===== config.mk =====
export PLATFORM = sky130hd
export DESIGN_NAME = kmac_encode_string_stream
export DESIGN_NICKNAME = d
export VERILOG_FILES = /design/src/rtl/kmac_encode_string_stream.sv
export SDC_FILE = /design/constraint.sdc
export NUM_CORES = 1
export LEC_CHECK = 0
export CORE_ASPECT_RATIO = 0.7
export CORE_UTILIZATION = 55
export DETAILED_ROUTE_END_ITERATION = 16
export DONT_BUFFER_PORTS = 1
export GPL_TIMING_DRIVEN = 0
export PLACE_DENSITY = 0.7
export REMOVE_ABC_BUFFERS = 1
export SLEW_MARGIN = 20
export SYNTH_ARGS = -nofsm -noshare
export SYNTH_HDL_FRONTEND = slang
export SYNTH_SLANG_ARGS = --single-unit

===== constraint.sdc =====
create_clock -name clk -period 6.1 [get_ports clk]
set_input_delay 0.305 -clock clk [delete_from_list [all_inputs] [get_ports clk]]
set_output_delay 0.305 -clock clk [all_outputs]
set_load 0.05 [all_outputs]

===== src/rtl/kmac_encode_string_stream.sv =====
// kmac_encode_string_stream
// Streams encode_string(S), or bytepad(encode_string(S), PAD_W), one byte per
// accepted handshake. Layout: optional left_encode(PAD_W) header,
// left_encode(8*L), the L string bytes, then optional zero padding up to a
// multiple of PAD_W. The output byte/valid/last are registered and change
// only on capture, on an accepted byte, or when the stream finishes.
module kmac_encode_string_stream #(
    parameter int MAX_LEN = 32,
    parameter int PAD_W   = 168
) (
    input  logic                           clk,
    input  logic                           rst,
    input  logic                           start,
    input  logic                           mode,
    input  logic [MAX_LEN*8-1:0]           str_bytes,
    input  logic [$clog2(MAX_LEN+1)-1:0]   str_len,
    output logic [7:0]                     out_byte,
    output logic                           out_valid,
    input  logic                           out_ready,
    output logic                           out_last,
    output logic                           busy,
    output logic                           enc_done
);

    localparam int LEN_W      = $clog2(MAX_LEN + 1);
    localparam int IDX_W      = LEN_W + 1;
    localparam int BL_W       = LEN_W + 3;               // width of 8*L
    localparam int LENB       = (BL_W + 7) / 8;          // max bytes of 8*L
    localparam int BB_W       = LENB * 8;
    localparam int SEL_W      = (MAX_LEN > 1) ? $clog2(MAX_LEN) : 1;
    localparam int KB_W       = (LENB > 1) ? $clog2(LENB) : 1;
    // Longest stream: pad header, length prefix, length bytes, string, padding.
    localparam int MAX_STREAM = 2 + 1 + LENB + MAX_LEN + PAD_W;
    localparam int CNT_W      = $clog2(MAX_STREAM + 1);

    typedef enum logic [2:0] {
        IDLE    = 3'd0,
        PAD_HDR = 3'd1,
        LEN_N   = 3'd2,
        LEN_X   = 3'd3,
        STR     = 3'd4,
        ZPAD    = 3'd5,
        DONE    = 3'd6
    } state_t;

    typedef struct packed {
        state_t             st;
        logic [IDX_W-1:0]   idx;
    } pos_t;

    typedef logic [MAX_LEN-1:0][7:0] str_t;

    // Byte count modulo PAD_W after one more accepted byte.
    function automatic logic [CNT_W-1:0] cnt_inc(input logic [CNT_W-1:0] c);
        if (c >= CNT_W'(PAD_W - 1)) begin
            cnt_inc = '0;
        end else begin
            cnt_inc = c + CNT_W'(1);
        end
    endfunction

    // Big-endian bytes of 8*L, least significant byte at index 0.
    function automatic logic [LENB-1:0][7:0] bitlen_bytes(input logic [LEN_W-1:0] len);
        logic [BB_W-1:0] bl;
        bl = BB_W'({len, 3'b000});
        bitlen_bytes = bl;
    endfunction

    // Minimum byte count (at least one) needed to hold 8*L.
    function automatic logic [IDX_W-1:0] calc_n(input logic [LEN_W-1:0] len);
        logic [LENB-1:0][7:0] bb;
        bb = bitlen_bytes(len);
        calc_n = IDX_W'(1);
        for (int b = 1; b < LENB; b++) begin
            if (bb[b] != 8'h00) begin
                calc_n = IDX_W'(b + 1);
            end
        end
    endfunction

    function automatic logic emitting(input state_t s);
        emitting = (s == PAD_HDR) || (s == LEN_N) || (s == LEN_X) ||
                   (s == STR) || (s == ZPAD);
    endfunction

    // Stream position following p, given the byte count after p is accepted.
    // Empty sections (no string bytes, no padding needed) are skipped.
    function automatic pos_t advance(input pos_t p, input logic [CNT_W-1:0] c_after,
                                     input logic m, input logic [LEN_W-1:0] len,
                                     input logic [IDX_W-1:0] n);
        pos_t   r;
        state_t tail;
        tail  = (m && (c_after != '0)) ? ZPAD : DONE;
        r.st  = IDLE;
        r.idx = '0;
        case (p.st)
            PAD_HDR: begin
                if (p.idx == '0) begin
                    r.st  = PAD_HDR;
                    r.idx = IDX_W'(1);
                end else begin
                    r.st  = LEN_N;
                end
            end
            LEN_N: r.st = LEN_X;
            LEN_X: begin
                if (p.idx != (n - IDX_W'(1))) begin
                    r.st  = LEN_X;
                    r.idx = p.idx + IDX_W'(1);
                end else if (len != '0) begin
                    r.st  = STR;
                end else begin
                    r.st  = tail;
                end
            end
            STR: begin
                if (p.idx != (IDX_W'(len) - IDX_W'(1))) begin
                    r.st  = STR;
                    r.idx = p.idx + IDX_W'(1);
                end else begin
                    r.st  = tail;
                end
            end
            ZPAD:    r.st = (c_after != '0) ? ZPAD : DONE;
            default: r.st = IDLE;
        endcase
        advance = r;
    endfunction

    // Byte value at stream position p.
    function automatic logic [7:0] byte_at(input pos_t p, input logic [LEN_W-1:0] len,
                                           input logic [IDX_W-1:0] n, input str_t s);
        logic [LENB-1:0][7:0] bb;
        logic [IDX_W-1:0]     k;
        bb = bitlen_bytes(len);
        k  = n - IDX_W'(1) - p.idx;
        case (p.st)
            PAD_HDR: byte_at = (p.idx == '0) ? 8'h01 : 8'(PAD_W);
            LEN_N:   byte_at = 8'(n);
            LEN_X:   byte_at = bb[k[KB_W-1:0]];
            STR:     byte_at = s[p.idx[SEL_W-1:0]];
            ZPAD:    byte_at = 8'h00;
            default: byte_at = 8'h00;
        endcase
    endfunction

    state_t             state_r;
    logic [IDX_W-1:0]   idx_r;
    logic [CNT_W-1:0]   cnt_r;
    logic               mode_r;
    logic [LEN_W-1:0]   len_r;
    logic [IDX_W-1:0]   n_r;
    str_t               str_r;
    logic [7:0]         out_byte_r;
    logic               out_valid_r;
    logic               out_last_r;
    logic               busy_r;
    logic               enc_done_r;

    logic [LEN_W-1:0]   sat_len_s;
    logic               capture_s;
    logic               accept_s;
    logic               ctx_mode_s;
    logic [LEN_W-1:0]   ctx_len_s;
    logic [IDX_W-1:0]   ctx_n_s;
    str_t               ctx_str_s;
    pos_t               cur_pos_s;
    pos_t               nxt_pos_s;
    pos_t               look_s;
    logic [CNT_W-1:0]   nxt_cnt_s;
    logic [7:0]         nxt_byte_s;
    logic               nxt_valid_s;
    logic               nxt_last_s;

    // Capture qualification: start is taken only when idle (or finishing) and out of reset.
    always_comb begin
        if (str_len > LEN_W'(MAX_LEN)) begin
            sat_len_s = LEN_W'(MAX_LEN);
        end else begin
            sat_len_s = str_len;
        end
        capture_s = ~rst & start & ((state_r == IDLE) | (state_r == DONE));
        accept_s  = out_valid_r & out_ready;
    end

    // Stream context: live inputs in the capture cycle, captured copy afterwards.
    always_comb begin
        ctx_mode_s = mode_r;
        ctx_len_s  = len_r;
        ctx_n_s    = n_r;
        ctx_str_s  = str_r;
        if (capture_s) begin
            ctx_mode_s = mode;
            ctx_len_s  = sat_len_s;
            ctx_n_s    = calc_n(sat_len_s);
            ctx_str_s  = str_bytes;
        end else begin
            ctx_mode_s = mode_r;
        end
    end

    // Next stream position and the registered output values for that position.
    always_comb begin
        cur_pos_s.st  = state_r;
        cur_pos_s.idx = idx_r;
        nxt_pos_s     = cur_pos_s;
        nxt_cnt_s     = cnt_r;
        look_s        = cur_pos_s;
        nxt_byte_s    = 8'h00;
        nxt_valid_s   = 1'b0;
        nxt_last_s    = 1'b0;
        if (capture_s) begin
            nxt_pos_s.st  = mode ? PAD_HDR : LEN_N;
            nxt_pos_s.idx = '0;
            nxt_cnt_s     = '0;
        end else if (accept_s) begin
            nxt_cnt_s = cnt_inc(cnt_r);
            nxt_pos_s = advance(cur_pos_s, nxt_cnt_s, ctx_mode_s, ctx_len_s, ctx_n_s);
        end else if (state_r == DONE) begin
            nxt_pos_s.st  = IDLE;
            nxt_pos_s.idx = '0;
        end else begin
            nxt_pos_s = cur_pos_s;
        end
        if (emitting(nxt_pos_s.st)) begin
            look_s      = advance(nxt_pos_s, cnt_inc(nxt_cnt_s), ctx_mode_s, ctx_len_s, ctx_n_s);
            nxt_valid_s = 1'b1;
            nxt_byte_s  = byte_at(nxt_pos_s, ctx_len_s, ctx_n_s, ctx_str_s);
            nxt_last_s  = (look_s.st == DONE);
        end else begin
            nxt_valid_s = 1'b0;
            nxt_byte_s  = 8'h00;
            nxt_last_s  = 1'b0;
        end
    end

    // State, counters, captured data and registered outputs.
    always_ff @(posedge clk) begin
        if (rst) begin
            state_r     <= IDLE;
            idx_r       <= '0;
            cnt_r       <= '0;
            mode_r      <= 1'b0;
            len_r       <= '0;
            n_r         <= '0;
            str_r       <= '0;
            out_byte_r  <= 8'h00;
            out_valid_r <= 1'b0;
            out_last_r  <= 1'b0;
            busy_r      <= 1'b0;
            enc_done_r  <= 1'b0;
        end else begin
            state_r     <= nxt_pos_s.st;
            idx_r       <= nxt_pos_s.idx;
            cnt_r       <= nxt_cnt_s;
            out_byte_r  <= nxt_byte_s;
            out_valid_r <= nxt_valid_s;
            out_last_r  <= nxt_last_s;
            busy_r      <= emitting(nxt_pos_s.st);
            enc_done_r  <= (nxt_pos_s.st == DONE);
            if (capture_s) begin
                mode_r <= ctx_mode_s;
                len_r  <= ctx_len_s;
                n_r    <= ctx_n_s;
                str_r  <= ctx_str_s;
            end
        end
    end

    // busy also covers the capture cycle itself, so start is refused from then on.
    assign busy      = busy_r | capture_s;
    assign out_byte  = out_byte_r;
    assign out_valid = out_valid_r;
    assign out_last  = out_last_r;
    assign enc_done  = enc_done_r;

endmodule


==> results of run 1 <==
[cell type report]
type	count	area [sq um]	area share
clock inverter	4	31.28	0.001626
antenna	3	7.507	0.0003902
clock buffer	41	842.1	0.04377
inverter	20	75.07	0.003902
timing repair buffer	300	3307	0.1719
multi-input combinational	1607	8532	0.4435
tap	364	455.4	0.02367
sequential	299	5988	0.3113
[through the flow]
step / setup TNS (ns) / area (sq um) / util
floorplan: -139.71 / 14430 / -
global placement: -1210.21 / 14890 / 0.5547
detailed placement: -10.95 / 15530 / 0.5786
CTS: 0 / 19120 / 0.7123
global route: -0.06369 / 19240 / 0.7168
finish: 0 / 19240 / 0.7168
[report_power, final]
part           leakage, nW  total (mW)  switching (mW)  internal (mW)
logic                 4.14       0.771           0.434          0.337
clock network        0.431        1.71           0.762          0.948
registers             2.44        2.11          0.0608           2.05
total                 7.01        4.59            1.26           3.33
[logic make-up (layout without fill, tap and decap cells)]
kind of cell / after synthesis / after routing / synth area share
and+or+nand+nor: 988 / 991 / 0.2789
AOI/OAI and AO/OA: 527 / 527 / 0.2138
DFF: 299 / 299 / 0.3966
buffers and inverters: 185 / 365 / 0.04883
muxes: 52 / 52 / 0.03647
xor gates and xnor gates: 30 / 30 / 0.01965
adders and majority gates: 7 / 7 / 0.005803
other: 0 / 3 / 0
[worst max-delay path by stage]
stage                     depth (start not counted)                endpoint  slack, ns
after CTS                                        18  out_byte[3]$_SDFF_PP0_       0.05
after global routing                             17     out_last$_SDFF_PP0_      -0.05
after global placement                           15  out_byte[3]$_SDFF_PP0_     -16.69
after floorplan                                  16  out_byte[4]$_SDFF_PP0_      -7.10
final                                            17     out_last$_SDFF_PP0_        0.1
after detailed placement                         17  out_byte[0]$_SDFF_PP0_      -1.34
[cell usage in the layout (no fill, tap or decap), drive strengths merged, types with 8 or more instances in the layout]
| master | count |
|---|---|
| nand2 | 693 |
| dfxtp | 299 |
| a21oi | 295 |
| dlygate4sd3 | 256 |
| nor2 | 92 |
| nand3 | 62 |
| o21ai | 50 |
| mux2i | 46 |
| buf | 44 |
| clkbuf | 41 |
| nor3 | 35 |
| xnor2 | 22 |
| a31oi | 21 |
| o211ai | 21 |
| inv | 20 |
| a211oi | 19 |
| and3 | 16 |
| o2111ai | 15 |
| and2 | 12 |
| nand4 | 12 |
| a311oi | 12 |
| nor4 | 11 |
| nor2b | 10 |
| a22oi | 9 |
| or3 | 8 |
| o311ai | 8 |
[registers in the layout, summed over array words and instances (netlist names)]
name and cells:
str_r 256, cnt_r 8, out_byte 8, idx_r 7
n_r 7, len_r 6, state_r 3, enc_done 1
mode_r 1, out_last 1, out_valid 1
[what timing repair did]
item	CTS	global route
hold buffers	257	0
pin swaps	7	6
gates cloned	2	1
buffers inserted	7	6
gates resized for setup	10	8
endpoints found under the hold margin	286	0
endpoints found under the setup margin	12	8
[metal layers]
layer	vias to the layer above	wire length, microns
met2	886	23760
met3	104	5361
met5	-	0
met4	0	1303
met1	7559	23110
li1	7565	-
==> flow_summary_export.csv, run 1 <==
group,metric,value,unit
status,status,"finished clean",
power,power_density,238.5,nW/um^2
grt,globalRouteMet1Util,0.5212,
job,maxCapViolations,0,
hold_path,hold_depth,2,
worst_setup_path,criticalPathCategory,"flop to flop",
floorplan,design.core.area,26840,sq um
cts,insertion_delay,0.58,ns
synth,post_synthesis_cell_count,2088,
sta,maximum_operating_frequency,166.6,MHz
route,ant_nets,0,
grt,grt_start_max_net_pins,287,
synth,post-synth-top-area-cell,"dfxtp_1",
grt,via_count_of_the_first_global_routing_pass,15020,
synth,synth.ff_latch_count,299,
worst_setup_path,r2r.worst_path.cells,17,
placement,detailedPlacementHpwl,32860,microns
synth,synth_top_area_frac,0.3966,
cts,root_buffer,"clkbuf_16",
synth,synth_top_cells_by_count,"nand2_1, dfxtp_1, a21oi_1",
sta,finalHoldViolCount,0,
worst_setup_path,cell_by_cell_trace_of_the_critical_path,"nor3b_4, nand2_8, buf_16, a21oi_1, ha_2, or4b_1, nor2_1, nand2_1, o311ai_1, nand4_1, nor3b_2, or3_4, buf_12, xnor2_1, a211o_1, a2111o_1, a2111oi_2",
synth,synth_sequential_area_ratio,0.3966,
cells_and_area,drive_gt1_frac,0.05592,
worst_setup_path,reg2reg_slack,0.1,ns
cells_and_area,finalNonFillerCells,2638,
grt,gr-max-usage-layer,"met2",
hold_path,worst_hold_path_type,"input port to flop",
synth,synth-main-ff-cell,"dfxtp_1",
route,detail_route.vias_per_cell,6.108,
sta,worst_pin_slew,0.8976,ns
cts,tritoncts.num_buffers,30,
route,postRouteWirelength,53530,microns
sta,final.min_clock_period,6.002,ns
worst_setup_path,worst-endpoint-arrival,6.40,ns
cells_and_area,final_net_count,2532,
route,post_drt_wl_per_cell,20.29,microns
cells_and_area,area_delta_synth_final,27.46,%
grt,antenna_found_initial,2,
grt,global_route_wire_length_before_repair,82030,microns
worst_setup_path,cell_with_the_largest_stage_delay_on_the_worst_path,"or3_4",
cells_and_area,fillers,2046,
synth,synth.most_common_cell,"nand2_1",
worst_setup_path,worst_path_dominant_cell_family,"simple AND/OR/NAND/NOR gates",
route,dr.first_iter.drc_count,1794,
worst_setup_path,reg2reg_to,"out_last$_SDFF_PP0_",
cts,cts_tree,"yes",
sta,slew-limit-headroom,0.4016,
worst_setup_path,reg2reg_from,"state_r[0]$_SDFF_PP0_",
floorplan,start_util,0.5624,
grt,grt_util_met3,0.07679,
synth,synth.cell_area,15090,sq um
floorplan,die-area,28120,sq um
sta,setup_viol,0,
grt,gr-usage-met2,0.5704,
route,first_pass_iters,6,
worst_setup_path,worstSetupStartpoint,"state_r[0]$_SDFF_PP0_",
sta,timing.clock.skew,0.02025,ns
sta,worst_slack,0.09815,ns
sta,final.hold.worst_slack,0.03473,ns
route,detailroute.via_count,16110,
placement,io_buffer_count,0,
floorplan,num_rows,50,
worst_setup_path,slowest_delay,0.56,ns
synth,yosys_warnings,0,
worst_setup_path,cp-end-kind,"flop",
cts,max-clock-path-buffers,3,
power,leakage,7.007,nW
cts,cts_max_level,1,
worst_setup_path,data_required_time_at_the_worst_endpoint,6.50,ns
placement,placed_cells,2316,
grt,global_route.overflow_total,0,
synth,yosys-top-cells-area,"dfxtp_1, nand2_1, a21oi_1",
route,remaining_routing_drc_violations,0,
synth,async_reset_ff_frac,0,
synth,number_of_enable_type_register_cells_in_the_synthesized_netlist,0,
hold_path,holdPathEnd,"state_r[2]$_SDFF_PP0_",
placement,routabilityCongestion,0.9398,
floorplan,top_level_ports,279,
hold_path,min-delay-start,"rst",
worst_setup_path,critical_path_peak_fanout,62,
synth,synth_cell_type_count,85,
cts,cts_num_sinks,299,
floorplan,die_width,200.0,microns
grt,grtUsageTotal,0.3692,
power,vdd_drop_max,229.3,uV
sta,report.final.slew_viol_count,0,
floorplan,dieHeight,140.6,microns
synth,postSynthAreaPerCell,7.229,sq um
sta,min_period_over_period,0.9839,
placement,placement.setup.worst_slack,-1.342,ns
worst_setup_path,crit_path_launch_type,"flop",
cts,path_clk_slew,0.07,ns
worst_setup_path,critical_path.n_buffers_inverters,2,
power,power,4.588,mW
Power figures use the tool's default switching activity.
==> run 2: changes to the inputs <==
--- a/config.mk
+++ b/config.mk
@@ -9,7 +9,6 @@
 export CORE_UTILIZATION = 55
 export DETAILED_ROUTE_END_ITERATION = 16
 export DONT_BUFFER_PORTS = 1
-export GPL_TIMING_DRIVEN = 0
 export PLACE_DENSITY = 0.7
 export REMOVE_ABC_BUFFERS = 1
 export SLEW_MARGIN = 20
==> run 2 against run 1 <==
  * Final cell count up 0.19%
  * Die area unchanged
  * Clock skew up 0.0011 ns
  * Wire length up 7.0%
  * Flip-flop and latch count unchanged
  * Sequential power about the same
  * Count of clock-buffer cells in the layout down 1
  * Register-to-register slack better by 0.28 ns
  * Clock power up 5%
==> flow_summary_export.csv, run 2 (same netlist as run 1, synthesis figures left out) <==
group,metric,value,unit
sta,finalHoldViolCount,0,
power,power,4.671,mW
floorplan,start_util,0.5624,
floorplan,dieHeight,140.6,microns
cts,cts_max_level,1,
cells_and_area,final_net_count,2531,
status,status,"finished clean",
cells_and_area,drive_gt1_frac,0.05187,
job,maxCapViolations,0,
cells_and_area,finalNonFillerCells,2643,
power,power_switching,1.328,mW
cells_and_area,stdcell_area,18900,sq um
cells_and_area,area_delta_synth_final,25.20,%
grt,grt_start_max_net_pins,287,
power,seq_power_share,0.452,
worst_setup_path,r2r.worst_path.cells,16,
route,first_pass_iters,7,
cells_and_area,regMostFlops,"str_r",
route,detailroute.via_count,16490,
worst_setup_path,reg2reg_slack,0.37,ns
route,post_drt_wl_per_cell,21.68,microns
hold_path,worst_hold_path_type,"input port to flop",
worst_setup_path,critical_path_peak_fanout,43,
grt,grtUsageTotal,0.3921,
cts,cts_tree,"yes",
grt,global_route.overflow_total,0,
grt,global_route_wire_length_before_repair,85850,microns
power,power_density,247.2,nW/um^2
sta,maximum_operating_frequency,174.6,MHz
placement,io_buffer_count,0,
cells_and_area,fillers,2049,
route,ant_nets,0,
worst_setup_path,reg2reg_to,"out_byte[3]$_SDFF_PP0_",
sta,final.setup.tns,0,ns
worst_setup_path,cp-end-kind,"flop",
cells_and_area,final_common_cell,"nand2_1",
power,power_report.internal_total,3.343,mW
placement,placed_cells,2331,
sta,report.final.slew_viol_count,0,
sta,setup_viol,0,
sta,final.min_clock_period,5.726,ns
hold_path,holdPathEnd,"str_r[6]$_SDFFE_PP0N_",
cts,max-clock-path-buffers,3,
sta,min_period_over_period,0.9387,
route,remaining_routing_drc_violations,0,
sta,final.hold.worst_slack,0.04288,ns
placement,detailedPlacementHpwl,35470,microns
route,dr.first_iter.drc_count,1902,
grt,antenna_found_initial,3,
hold_path,min-delay-start,"str_bytes[6]",
floorplan,top_level_ports,279,
cts,path_clk_slew,0.07,ns
cts,tritoncts.num_buffers,29,
floorplan,die-area,28120,sq um
power,power.combinational.fraction,0.162,
floorplan,die_width,200.0,microns
placement,routabilityCongestion,1.017,
grt,via_count_of_the_first_global_routing_pass,15230,
cts,root_buffer,"clkbuf_16",
cells_and_area,mostFrequentLayoutCells,"nand2_1, dfxtp_1, a21oi_1",
floorplan,num_rows,50,
power,power.share.switching,0.2843,
worst_setup_path,worst-endpoint-arrival,6.15,ns
cts,insertion_delay,0.59,ns
cells_and_area,flip_flop_count_of_the_largest_register_after_layout,256,
worst_setup_path,data_required_time_at_the_worst_endpoint,6.53,ns
power,leakage,6.919,nW
placement,placedInstanceArea,15330,sq um
power,share_clk_of_total_power,0.386,
floorplan,design.core.area,26840,sq um
power,vdd_drop_max,203.0,uV
worst_setup_path,reg2reg_from,"state_r[1]$_SDFF_PP0_",
worst_setup_path,criticalPathCategory,"flop to flop",
worst_setup_path,crit_path_launch_type,"flop",
route,detail_route.vias_per_cell,6.241,
sta,timing.clock.skew,0.02135,ns
sta,slew-limit-headroom,0.3097,
route,postRouteWirelength,57290,microns
hold_path,hold_depth,2,
cts,cts_num_sinks,299,
sta,worst_pin_slew,1.035,ns
==> run 2: cell count changes in the layout (fill, tap and decap cells not counted), sizes merged, moves of 2 or more <==
cell      delta
buf          +2
clkinvlp     +2
inv          +2
nor2         -2
==> run 2: power groups by stage <==
stage               clock network (mW)  registers [mW]  logic [mW]
finish                            1.80            2.11       0.758
global route                      1.88            2.12       0.813
CTS                               1.80            2.10       0.725
detailed placement                   0            2.15       0.556
global placement                     0            2.14       0.551
floorplan                            0            2.13       0.408
==> run 2: worst max-delay path: stages (launching register included) <==
cell and delay, ns:
dfxtp_1 0.69, xor2_4 0.38, nor2_4 0.10, o21bai_1 0.40, ha_1 0.39, or4b_1 0.52, nor2_1 0.15, nand2_1 0.07
o311ai_1 0.34, nand4_1 0.27, nor3b_1 0.27, or3_2 0.67, buf_12 0.26, nand2_1 0.08, a21oi_1 0.05, a2111oi_0 0.64
o311ai_0 0.26
==> run 2: area by class of cell <==
| type | count | area, sq um | area share |
|---|---|---|---|
| Multi-Input combinational cell | 1604 | 8403 | 0.4447 |
| Sequential cell | 299 | 5987 | 0.3168 |
| Timing Repair Buffer | 303 | 3045 | 0.1612 |
| Clock buffer | 40 | 827.0 | 0.04377 |
| Tap cell | 364 | 455.4 | 0.02410 |
| Clock inverter | 9 | 93.84 | 0.004966 |
| Inverter | 20 | 75.07 | 0.003973 |
| Antenna cell | 4 | 10.01 | 0.0005297 |
==> run 2: timing repair <==
item | CTS | global route
gates resized for setup | 0 | 3
endpoints found under the setup margin | 0 | 2
hold endpoints to repair | 286 | 0
hold buffers | 258 | 0
setup buffers | 0 | 0
==> run 2: how the worst max path moves through the flow <==
stage                                startpoint  cells past startpoint  slack [ns]                endpoint
final                     state_r[1]$_SDFF_PP0_                     16        0.37  out_byte[3]$_SDFF_PP0_
after global routing      state_r[1]$_SDFF_PP0_                     16       -0.02  out_byte[3]$_SDFF_PP0_
after CTS                 state_r[2]$_SDFF_PP0_                     17        0.32  out_byte[5]$_SDFF_PP0_
after detailed placement  state_r[2]$_SDFF_PP0_                     17        0.37  out_byte[5]$_SDFF_PP0_
after global placement    state_r[2]$_SDFF_PP0_                     17        0.37  out_byte[5]$_SDFF_PP0_
after floorplan           state_r[0]$_SDFF_PP0_                     16       -7.10  out_byte[4]$_SDFF_PP0_
==> run 2: layer usage <==
layer / global-route usage / vias to the layer above / share of wire
li1: - / 7567 / -
met1: 0.5639 / 7788 / 0.42
met2: 0.5897 / 1003 / 0.43
met3: 0.07943 / 136 / 0.12
met4: 0.1165 / 0 / 0.027
met5: 0 / - / 0
==> run 2: through the flow <==
| step | util | setup slack, ns |
|---|---|---|
| after detailed placement | 0.5712 | 0.3744 |
| after CTS | 0.7024 | 0.3248 |
| final | 0.7041 | 0.3739 |
| after global routing | 0.7040 | -0.01585 |
| after global placement | 0.5712 | 0.3744 |
| after floorplan | - | -7.098 |
